--- src/rtl/jesd204b_tx_core.sv ---
// JESD204B subclass-1 single-lane transmit link controller: CGS, 4-multiframe ILAS, then data.
// Follows SYNC~ from the receiver, including re-sync requests and loss of the transceiver.
module jesd204b_tx_core #(
  parameter int unsigned JESD_L         = 1,
  parameter int unsigned JESD_F         = 1,
  parameter int unsigned JESD_K         = 32,
  parameter int unsigned JESD_M         = 2,
  parameter int unsigned JESD_DID       = 0,
  parameter int unsigned JESD_BID       = 0,
  parameter int unsigned JESD_LID       = 0,
  parameter int unsigned USERDATA_WIDTH = 32
) (
  input  logic                      o_gtwiz_reset_clk_freerun_in,
  input  logic                      rst,
  input  logic                      i_gt_tx_ready,
  input  logic                      i_sysref_done,
  input  logic                      i_lmfc,
  input  logic                      i_nsync,
  input  logic [USERDATA_WIDTH-1:0] i_user_data,
  output logic                      o_user_ready,
  output logic [31:0]               o_txdata,
  output logic [3:0]                o_txcharisk,
  output logic                      o_link_up,
  output logic [1:0]                o_state,
  output logic [7:0]                o_resync_cnt
);

  localparam int unsigned FK = JESD_F * JESD_K;

  localparam logic [7:0] KR      = 8'h1C;
  localparam logic [7:0] KA      = 8'h7C;
  localparam logic [7:0] KQ      = 8'h9C;
  localparam logic [7:0] KK      = 8'hBC;
  localparam logic [7:0] LastOct = 8'(FK - 1);
  localparam logic [7:0] LastWrd = 8'(FK - 4);

  localparam logic [7:0] CfgDid  = JESD_DID[7:0];
  localparam logic [7:0] CfgBid  = {4'h0, JESD_BID[3:0]};
  localparam logic [7:0] CfgLid  = {3'h0, JESD_LID[4:0]};
  localparam logic [7:0] CfgL    = 8'(JESD_L - 1);
  localparam logic [7:0] CfgF    = 8'(JESD_F - 1);
  localparam logic [7:0] CfgK    = 8'(JESD_K - 1);
  localparam logic [7:0] CfgM    = 8'(JESD_M - 1);
  localparam logic [7:0] CfgCsN  = 8'h0F;
  localparam logic [7:0] CfgSubN = 8'h2F;
  localparam logic [7:0] CfgVerS = 8'h20;
  localparam logic [7:0] Fchk    = 8'(CfgDid + CfgBid + CfgLid + CfgL + CfgF + CfgK + CfgM +
                                      CfgCsN + CfgSubN + CfgVerS);

  typedef enum logic [1:0] {StIdle = 2'b00, StCgs = 2'b01, StIlas = 2'b10, StData = 2'b11} state_e;

  state_e      state_q;
  logic        sync_meta_q, sync_s_q;
  logic [7:0]  oct_q;
  logic [1:0]  mf_q;
  logic [1:0]  lo_cnt_q;
  logic [7:0]  resync_q;
  logic [31:0] txdata_q;
  logic [3:0]  charisk_q;
  logic        link_up_q;
  logic [31:0] ilas_data;
  logic [3:0]  ilas_k;
  logic [7:0]  idx;

  // Returns {k, octet} for octet position idx of multiframe mf.
  function automatic logic [8:0] ilas_octet(input logic [7:0] pos, input logic [1:0] mf);
    logic [8:0] oct;
    oct = {1'b0, pos};
    if (pos == 8'd0) begin
      oct = {1'b1, KR};
    end else if (pos == LastOct) begin
      oct = {1'b1, KA};
    end else if (mf == 2'd1) begin
      case (pos)
        8'd1:    oct = {1'b1, KQ};
        8'd2:    oct = {1'b0, CfgDid};
        8'd3:    oct = {1'b0, CfgBid};
        8'd4:    oct = {1'b0, CfgLid};
        8'd5:    oct = {1'b0, CfgL};
        8'd6:    oct = {1'b0, CfgF};
        8'd7:    oct = {1'b0, CfgK};
        8'd8:    oct = {1'b0, CfgM};
        8'd9:    oct = {1'b0, CfgCsN};
        8'd10:   oct = {1'b0, CfgSubN};
        8'd11:   oct = {1'b0, CfgVerS};
        8'd12:   oct = 9'h000;
        8'd13:   oct = 9'h000;
        8'd14:   oct = 9'h000;
        8'd15:   oct = {1'b0, Fchk};
        default: oct = {1'b0, pos};
      endcase
    end
    return oct;
  endfunction

  always_comb begin
    ilas_data = '0;
    ilas_k    = '0;
    idx       = '0;
    for (int i = 0; i < 4; i++) begin
      idx = oct_q + 8'(i);
      {ilas_k[i], ilas_data[8*i +: 8]} = ilas_octet(idx, mf_q);
    end
  end

  always_ff @(posedge o_gtwiz_reset_clk_freerun_in or posedge rst) begin
    if (rst) begin
      state_q     <= StIdle;
      sync_meta_q <= 1'b0;
      sync_s_q    <= 1'b0;
      oct_q       <= '0;
      mf_q        <= '0;
      lo_cnt_q    <= '0;
      resync_q    <= '0;
      txdata_q    <= '0;
      charisk_q   <= '0;
      link_up_q   <= 1'b0;
    end else begin
      sync_meta_q <= i_nsync;
      sync_s_q    <= sync_meta_q;
      unique case (state_q)
        StIdle: begin
          txdata_q  <= '0;
          charisk_q <= '0;
          link_up_q <= 1'b0;
          if (i_gt_tx_ready && i_sysref_done) state_q <= StCgs;
        end
        StCgs: begin
          txdata_q  <= {4{KK}};
          charisk_q <= 4'hF;
          link_up_q <= 1'b0;
          if (sync_s_q && i_lmfc) begin
            state_q <= StIlas;
            oct_q   <= '0;
            mf_q    <= '0;
          end
        end
        StIlas: begin
          txdata_q  <= ilas_data;
          charisk_q <= ilas_k;
          link_up_q <= 1'b0;
          if (oct_q == LastWrd) begin
            oct_q <= '0;
            mf_q  <= mf_q + 2'd1;
            if (mf_q == 2'd3) state_q <= StData;
          end else begin
            oct_q <= oct_q + 8'd4;
          end
        end
        StData: begin
          txdata_q  <= i_user_data;
          charisk_q <= '0;
          link_up_q <= 1'b1;
        end
        default: state_q <= StIdle;
      endcase

      // SYNC~ held low for a 4th consecutive cycle is a re-sync request; shorter pulses are noise.
      if ((state_q == StIlas) || (state_q == StData)) begin
        if (!sync_s_q) begin
          if (lo_cnt_q == 2'd3) begin
            state_q  <= StCgs;
            lo_cnt_q <= '0;
            if (resync_q != 8'hFF) resync_q <= resync_q + 8'd1;
          end else begin
            lo_cnt_q <= lo_cnt_q + 2'd1;
          end
        end else begin
          lo_cnt_q <= '0;
        end
      end else begin
        lo_cnt_q <= '0;
      end

      if (!i_gt_tx_ready) state_q <= StIdle;
    end
  end

  assign o_user_ready = (state_q == StData);
  assign o_txdata     = txdata_q;
  assign o_txcharisk  = charisk_q;
  assign o_link_up    = link_up_q;
  assign o_state      = state_q;
  assign o_resync_cnt = resync_q;

endmodule

--- config.mk ---
export PLATFORM = sky130hd
export DESIGN_NAME = jesd204b_tx_core
export DESIGN_NICKNAME = d
export VERILOG_FILES = /design/src/rtl/jesd204b_tx_core.sv
export SDC_FILE = /design/constraint.sdc
export NUM_CORES = 1
export LEC_CHECK = 0
export CORE_MARGIN = 8
export CORE_UTILIZATION = 47
export CTS_CLUSTER_DIAMETER = 150
export DETAILED_ROUTE_END_ITERATION = 8
export HOLD_SLACK_MARGIN = 0.1
export PLACE_DENSITY = 0.84
export SLEW_MARGIN = 30
export SYNTH_ARGS = -nofsm -noshare
export SYNTH_HDL_FRONTEND = slang
export SYNTH_SLANG_ARGS = --single-unit
--- constraint.sdc ---
create_clock -name o_gtwiz_reset_clk_freerun_in -period 2.5 [get_ports o_gtwiz_reset_clk_freerun_in]
set_clock_uncertainty 0.2 [all_clocks]
set_input_delay 0.25 -clock o_gtwiz_reset_clk_freerun_in [delete_from_list [all_inputs] [get_ports o_gtwiz_reset_clk_freerun_in]]
set_output_delay 0.25 -clock o_gtwiz_reset_clk_freerun_in [all_outputs]
set_load 0.01 [all_outputs]
After elaboration in Yosys (flattened, before gate mapping)

Cells that the tools add are included.

Flip-flop bits (word level): 61
Bits in latches: 0
Bits in writable memories: 0
ROM bits: 0
Bits of input ports: 38
Output and inout port bits: 48
Memories kept: 0

$add $sub $neg: 7
Multipliers: 0
Div/mod/pow operators: 0
Magnitude comparators: 0
Equality and inequality tests: 74
Shifts and indexed selects: 0
Multiplexer cells: 37
Bitwise logic cells: 1
Reductions and logical operators: 18

Operators by type and width:

| operator              | number |
|---|---|
| $pmux W9 S8           | 4 |
| $eq A8 B4 Y1 const B  | 32 |
| $eq A8 B3 Y1 const B  | 16 |
| $pmux W32 S4          | 1 |
| $mux W9               | 12 |
| $eq A8 B2 Y1 const B  | 8 |
| $eq A8 B5 Y1 const B  | 5 |
| $eq A8 B1 Y1 const B  | 4 |
| $logic_not A8 Y1      | 4 |
| $reduce_or A8 Y1      | 4 |
| $mux W2               | 13 |
| $add A8 B1 Y8 const B | 2 |
| $add A8 B2 Y8 const B | 2 |
| $mux W8               | 2 |
| $pmux W8 S2           | 1 |
| $pmux W4 S3           | 1 |
| $add A8 B3 Y8 const B | 1 |
| $eq A2 B2 Y1 const B  | 4 |
| $ne A8 B8 Y1 const B  | 1 |
| $pmux W2 S3           | 1 |
| $add A2 B1 Y2 const B | 2 |
| $eq A2 B1 Y1 const B  | 2 |
| $ne A2 B2 Y1 const B  | 2 |
| $pmux W2 S2           | 1 |
| 11 further kinds      | 12 |

Depth between registers and ports, before layout

Depth in word-level cells: 8
Gate-level depth with buffers: 7
Mapped depth without buffers: 6

Worst setup path before layout

Ideal clock, no wire load.

Path kind: register to register
From: register state_q[1], in the netlist o_state[1]
To: register oct_q[7]
Library setup time: 0.073 ns
Arrival time: 2.093 ns
Required time: 2.227 ns
Path slack: 0.134 ns
Cell stages (with the launch flop): 8
Buffers on the path: 1
Period minus slack after synthesis: 2.366 ns
Cells stage by stage: dfrtp_1 inv_1 ha_1 a21boi_4 or2_1 buf_6 or4_4 a21oi_2

Cells in the longest elaborated chain, start to end: 3
Elaborated cells on any way between the ends: 6
Classes of those cells: 3 x eq/ne; 1 x mux; 2 x reduce/logical

Ends and longest elaborated chain:

| element                                                      | RTL line | RTL |
|---|---|---|
| start: declaration                                           | 52       | `state_e state_q;` |
| start signal: assignment                                     | 108      | `state_q <= StIdle;` |
| start signal: assignment                                     | 126      | `if (i_gt_tx_ready && i_sysref_done) state_q <= StCgs;` |
| start signal: assignment                                     | 133      | `state_q <= StIlas;` |
| $eq A2 B1 Y1 or $eq A2 B2 Y1 (tied branches)                 | 121      | `unique case (state_q)` |
| $ne A2 B2 Y1 (no line) or $reduce_bool A2 Y1 (tied branches) | --       |  |
| $reduce_and A2 Y1 (no line)                                  | --       |  |
| end signal: assignment                                       | 147      | `oct_q <= oct_q + 8'd4;` |
| end: declaration                                             | 54       | `logic [7:0] oct_q;` |

Several ways; a longest one is shown, not always the timed one.
A chain may end at the register's enable or synchronous reset.

Worst setup path after layout

From: register state_q[1], in the netlist o_state[1]
To: output o_user_ready

Cells in the longest elaborated chain, start to end: 1

Ends and longest elaborated chain:

| element          | RTL line | RTL |
|---|---|---|
| $eq A2 B2 Y1     | 179      | `assign o_user_ready = (state_q == StData);` |
| end: declaration | 20       | `output logic o_user_ready,` |

Every way passes these cells.

==> summary.md <==
| Metric | Value |
|---|---|
| Detailed placement HPWL | 5760 µm |
| Final net count | 421 |
| Setup-failing EPs final | 0 |
| Initial antenna violation count | 0 |
| Post-CTS Setup Bufs | 0 |
| Hold buffer count at cts | 0 |
| Synth warn | 0 |
| Residual DRC | 0 |
| Clock Power Share | 37.2% |
| Tightest Pin Transition | 0.617 ns |
| MaxCap Viol Count | 0 |
| Net switching power | 0.000884 W |
| Final hold violation count | 0 |
| Cell Int Power | 0.00226 W |
| Syn_nets | 330 |
| FP Rows | 28 |
| Max FO, Critical Path | 8 |
| CTS Root Cell | clkbuf_8 |
| Global route overflow | 0 |
| Relative slew margins | 58.8% |
| Htree depth | 3 |
| Max VDD drop | 0.448 mV |
| Drt pass-1 iters | 5 |
| Largest net degree at the start of global routing | 33 |
| Crit start category | flop |
| Post-layout minimum cycle time | 2.18 ns |
| Pwr dens | 778 nW/µm² |
| First-pass GRT wire length | 12600 µm |
| Vias in the first global route | 2552 |
| Initial drt markers | 216 |
| Starting Density | 48.0% |
| Clock latency on the worst-skew pair | 0.33 ns |
| WP data arrival | 1.73 ns |
| Worst hold slack | 0.114 ns |
| DIE AREA | 8750 µm² |
| Via density | 5.61 |
| Syn-to-layout area delta | 43.1% |
| Number of synthesized register bits | 59 |
| Antenna Cells | 0 |
| Clock-pin slew on the worst setup and hold paths | 0.07 ns |
| Critical Path End Type | output port |
| Final period util | 87.0% |
| Post-synthesis sequential area ratio | 52.2% |
| Post-Route WL | 7950 µm |
| PortBufs | 85 |
| ANT nets after route | 0 |
| Share of cells above drive strength 1 | 10.2% |
| GRT Util Overall | 18.5% |
| Post_cts resized | 0 |
| Ys async rst share | 100% |
| Critical Path RT | 2.05 ns |
| Total power | 0.00315 W |
| Average wire per standard cell | 17.8 µm |
| Die height | 93.6 µm |
| CTS tree | done |
| Cells after synthesis | 276 |
| Final Slew Violations | 0 |
| Placed inst area | 3770 µm² |
| Die width | 93.6 µm |
| RSZ-0062 raised after global routing | false |
| Status | completed |
| Fmax | 0.460 GHz |
| EDFF count, synth | 0 |
| Ys flop type | dfrtp_1 |
| Max clock buf depth | 2 |
| Synthesized area | 2830 µm² |
| Sw Share | 28.1% |
| Synth unique cells | 49 |
| I/O pins | 86 |
| Gp weighted congestion | 0.908 |
| Design Area, Final | 4050 µm² |
| Worst hold path class | primary input to async pin |
| Gate power share | 26.5% |
| Core area | 5890 µm² |
| Critical path class | flop to output port |
| Share of power burned in registers | 36.3% |
| Setup TNS | 0 ns |
| CTS Buf Count | 9 |
| Synthesized area per cell | 10.2 µm² |
| Total number of vias | 2508 |
| Leakage dissipation | 1.77 nW |
| Clock net sink count | 59 |
[power by group through the flow]
stage	logic, W	registers (W)	clock network (W)
4_1_cts	0.000825	0.00114	0.00119
3_5_place_dp	0.000816	0.00116	0
5_1_grt	0.000892	0.00115	0.00124
6_report	0.000833	0.00114	0.00117
3_3_place_gp	0.000798	0.00115	0
2_1_floorplan	0.000359	0.00121	0
[cells by family after synthesis]
family	count (synthesis)	synth area share, %
simple gates	100	17.1
compound gates	67	16.0
flops	59	52.2
buf+inv	22	3.76
fa+ha+maj	16	7.08
xor+xnor	10	3.10
mux	2	0.796
[worst max-delay path, cell delays in order (launching register included)]
cell and delay [ns]:
dfrtp_1 0.43, ha_1 0.35, clkdlybuf4s50_1 0.61
[cells in the mapped netlist, drive strengths merged, types with 4 or more instances]
cell	count	area (µm²)
dfrtp	59	1480
xnor2	4	35.0
nand2	49	189
inv	9	33.8
ha	16	200
nor3	7	35.0
and2	4	25.0
nor2	14	52.6
xor2	6	52.6
o21ai	10	50.1
a21oi	18	97.6
clkbuf	9	45.0
nand3	8	40.0
a31oi	17	106
o211ai	4	35.0
buf	4	27.5
[cells in the final DEF (no fill, tap or decap), types with 4 or more instances in the layout]
cell type        synthesis  layout
clkdlybuf4s50_1          0      85
dfrtp_1                 59      59
nand2_1                 47      47
a31oi_1                 17      17
a21oi_1                 16      16
ha_1                    16      16
nor2_1                  14      14
o21ai_0                 10      10
clkbuf_8                 1      10
inv_1                    9       8
nand3_1                  8       8
nor3_1                   7       7
buf_4                    1       7
xor2_1                   6       6
and2_1                   4       4
xnor2_1                  4       4
bufinv_16                0       4
[worst paths after layout]
kind                                             start         endpoint  slack (ns)  cells past startpoint
hold / removal                                     rst  o_resync_cnt[7]        0.11                      2
max in group asynchronous                          rst      o_txdata[6]        1.41                      3
setup / recovery                            o_state[1]     o_user_ready        0.32                      2
hold reg to reg                            sync_meta_q         sync_s_q        0.17                      0
setup reg to reg                            o_state[0]         oct_q[7]        0.39                      6
min in group o_gtwiz_reset_clk_freerun_in      i_nsync      sync_meta_q        0.15                      1
[area by class of cell]
cell class	count	area, µm²
Clock buffer	10	138
Timing Repair Buffer	93	923
Clock inverter	6	136
Multi-Input combinational cell	195	1240
Sequential cell	59	1480
Tap cell	75	93.8
Inverter	9	33.8
Fill cell	423	1840
[metrics by stage]
stage / worst slack, ns / std cells / util [%]
finish: 0.325 / 447 / 68.8
CTS: 0.309 / 447 / 68.8
global route: 0.236 / 447 / 68.8
detailed placement: 0.420 / 431 / 64.1
floorplan: 0.134 / 276 / -
global placement: 0.465 / 431 / 64.1
[sequential cells by signal, summed over array words and instances, names as in the netlist]
register,count
lo_cnt_q,2
mf_q,2
o_link_up,1
o_resync_cnt,8
o_state,2
o_txcharisk,4
o_txdata,32
oct_q,6
sync_meta_q,1
sync_s_q,1
[routing by layer]
layer | share of wire [%] | track usage (%)
met1 | 37 | 19.7
met2 | 53 | 33.0
met3 | 6.9 | 5.21
met4 | 2.6 | 8.45
met5 | 0 | 0
(Power assumes the default switching activity.)
==> variant 1: new RTL, config.mk and constraints unchanged <==
Put one more register stage on the output `o_txdata`, without a reset. The value now appears one clock later. The other outputs are not delayed to match.
--- a/src/rtl/jesd204b_tx_core.sv
+++ b/src/rtl/jesd204b_tx_core.sv
@@ -177,7 +177,9 @@
   end
 
   assign o_user_ready = (state_q == StData);
-  assign o_txdata     = txdata_q;
+  always_ff @(posedge o_gtwiz_reset_clk_freerun_in) begin
+    o_txdata <= txdata_q;
+  end
   assign o_txcharisk  = charisk_q;
   assign o_link_up    = link_up_q;
   assign o_state      = state_q;
Check against the original RTL: not equivalent (Yosys sat finds a counterexample within 4 cycles, from zero or initial values and one cycle with rst high).
==> variant 1 against the unedited design <==
Sequential share of layout area is 8.7 points higher; total power is 17% higher; sequential cell count is 32 higher; area after synthesis is 23% higher; cell area is 16% higher; worst setup slack worse by 130 ps; wire length is 7.1% higher; critical endpoint unchanged.
==> variant 1: results <==
set metrics [dict create \
    place_inst 492 \
    cp.arrival_ps 1850 \
    whs_ps 135 \
    status "complete, no violations" \
    grt_pass1_vias 2768 \
    buf_share_pct 20.4 \
    wl_um 8510 \
    synthAdderAreaFrac_pct 5.74 \
    grtUsageTotal_pct 16.8 \
    grt_pass1_wl_um 13500 \
    dpl_cell_area_um2 4480 \
    hpwl_um 6320 \
    path_max_fanout 11 \
    share_seq_of_total_power_pct 49.9 \
    first_pass_iters 4 \
    power.switching_mw 1.07 \
    layout.nets 459 \
    multiInputGateArea_um2 1260 \
    yosys-top-cells-count "dfrtp_1, nand2_1, dfxtp_1, a21oi_1, ha_1" \
    avgViaCountPerCell 5.40 \
    clk_pin_slew_ps 90 \
    clock_net_power_mw 0.956 \
    yosysSeqAreaShare_pct 60.7 \
    grt_max_degree 39 \
    dpl_worst_slack_ps 146 \
    syn_inst 315 \
    drive_gt1_share_pct 9.76 \
    grtUsageMet2_pct 30.5 \
    wl_met3_um 530 \
    reg2reg_setup_slack_ps 260 \
    synth_mux_area_share_pct 0.610 \
    leakage_nw 2.00 \
    drtIter0Drc 146 \
    timing.final.ws_setup_ps 198 \
    holdCritPathClass "primary input to flop" \
    clock_cell_area_share_pct 4.14 \
    synth-async-reset-ratio_pct 64.8 \
    use_met1_pct 18.7 \
    p_seq_mw 1.83 \
    use_met3_pct 2.79 \
    wl_met1_um 3410 \
    syn_area_um2 3490 \
    syn-num-nets 369 \
    ir_drop_mv 0.362 \
    regArea_um2 2120 \
    fillers 580 \
    buffers 97 \
    slew_headroom_pct 62.7 \
]
## variant 1: cell count changes after synthesis, sizes merged, moves of 3 or more
cell,unedited run,this run
nand2,49,54
nor3,7,4
a32oi,1,4
a31oi,17,9
nand3,8,13
a32o,0,3
dfxtp,0,32
nor2,14,10
a211oi,0,3
clkbuf,9,12
## variant 1: final timing paths
path                                          endpoint  cells past startpoint
max                                       o_user_ready                      3
min                              sync_meta_q$_DFF_PP0_                      1
max reg2reg                o_resync_cnt[7]$_DFFE_PP0P_                      6
min reg2reg                       o_txdata[12]$_DFF_P_                      0
max in group asynchronous       txdata_q[17]$_DFF_PP0_                      4
min in group asynchronous  o_resync_cnt[4]$_DFFE_PP0P_                      3
## variant 1: timing repair
item / CTS / global route
hold buffers: 1 / 0
endpoints found under the setup margin: 0 / 2
hold endpoints to repair: 21 / 0
buffers inserted: 0 / 0
gates resized for setup: 0 / 2
==> variant 2: new RTL, config.mk and constraints unchanged <==
Without the edit above. Change the parameter `JESD_K` from 32 to 24.
--- a/src/rtl/jesd204b_tx_core.sv
+++ b/src/rtl/jesd204b_tx_core.sv
@@ -3,7 +3,7 @@
 module jesd204b_tx_core #(
   parameter int unsigned JESD_L         = 1,
   parameter int unsigned JESD_F         = 1,
-  parameter int unsigned JESD_K         = 32,
+  parameter int unsigned JESD_K         = 24,
   parameter int unsigned JESD_M         = 2,
   parameter int unsigned JESD_DID       = 0,
   parameter int unsigned JESD_BID       = 0,
Formal check against the unedited RTL: not equivalent (Yosys sat finds a counterexample within 10 cycles, from zero or initial values and one cycle with rst high).
==> variant 2 against the unedited design <==
Area after synthesis down 1.7%; cell area down 3.3%; die area down 1.4%; hold slack worse by 22 ps; via count down 2.6%; total power down 18%; sequential cell count unchanged; worst setup slack worse by 220 ps; wire length down 3.1%; global-route usage down 0.44 points; register-to-register slack worse by 100 ps; non-clock buffer count down 2; count of clock-buffer cells in the layout up 2; critical endpoint unchanged.
==> variant 2: results <==
set metrics [dict create \
    io_buffers 85 \
    cts_root_buf "clkbuf_8" \
    status "complete, no violations" \
    grt_pass1_wl_um 12000 \
    avgViaCountPerCell 5.57 \
    synth-async-reset-ratio_pct 100 \
    tightest_slew_ps 494 \
    critPathSlowestCell "dfrtp_1" \
    rr_startpoint "o_state[1]$_DFF_PP0_" \
    switching_share_pct 30.3 \
    core_um2 5820 \
    synthDistinctLibCells 53 \
    ir_drop_mv 0.374 \
    path_max_fanout 13 \
    grt_pass1_vias 2282 \
    numCtsBuffers 9 \
    syn-num-nets 320 \
    hpwl_um 5850 \
    via_count 2444 \
    cp_top_family "flip-flops" \
    h-tree-depth 3 \
    drtIter0Drc 128 \
    place_inst 423 \
    startpoint "o_state[1]$_DFF_PP0_" \
    antenna_found_initial 0 \
    holdCritPathClass "primary input to async pin" \
    clk_pin_slew_ps 60 \
    reg2reg_setup_slack_ps 290 \
    grtUsageTotal_pct 18.0 \
    grt_max_degree 60 \
    synth_top_area_share_pct 53.1 \
    syn_inst 268 \
    clk_path_buf_depth 2 \
    place.gp.congestion 0.927 \
    largest_register_ffs 32 \
    drive_gt1_share_pct 9.07 \
    layout.nets 411 \
    yosys-top-cells-count "dfrtp_1, nand2_1, a21oi_1, ha_1" \
    first_pass_iters 4 \
    wl_um 7700 \
    leakage_nw 1.68 \
    clock_latency_ps 340 \
    cpPeakStageDelay_ps 620 \
    cp.arrival_ps 1940 \
    synthTopCellsByArea "dfrtp_1, ha_1, nand2_1, a21oi_1, a31oi_1" \
    yosysSeqAreaShare_pct 53.1 \
]
variant 2: cells by family after synthesis:
logic type      after synthesis  synth area share [%]
flops                        59                  53.1
xor+xnor                      7                  2.21
fa+ha+maj                    14                  6.30
buf+inv                      22                  3.33
simple gates                 92                  16.6
compound gates               72                  17.6
mux                           2                 0.810
variant 2: routing by layer:
metal | part of all wire [%] | up-vias | GRT usage, %
met4 | 1.8 | 0 | 8.05
met3 | 7.3 | 13 | 5.10
li1 | - | 1131 | -
met1 | 41 | 1207 | 21.7
met2 | 50 | 93 | 29.2
met5 | 0 | - | 0
variant 2: tightest hold or removal path: cells and delay by family:
family / cells / cell delay [ps]
buffers and inverters: 3 / 770
variant 2: stage by stage:
step,area [um^2],hold WS (ps),worst slack [ps]
after floorplan,2780,81.4,326
after global placement,3730,136,380
after detailed placement,3730,140,335
after CTS,3910,108,121
after global routing,3910,132,41.0
final,3910,91.3,110
variant 2: power by group through the flow:
stage	sequential, mW	clock [mW]	combinational, mW
after floorplan	1.18	0	0.287
after global placement	1.14	0	0.660
after detailed placement	1.15	0	0.671
after CTS	1.13	0.796	0.674
after global routing	1.14	0.852	0.730
final	1.13	0.789	0.669
variant 2: area by class of cell:
class / count / area (um^2)
fill: 448 / 1900
sequential: 59 / 1480
multi-input combinational: 187 / 1210
timing repair buffer: 91 / 908
clock buffer: 12 / 155
tap: 75 / 93.8
inverter: 11 / 41.3
clock inverter: 4 / 25.0
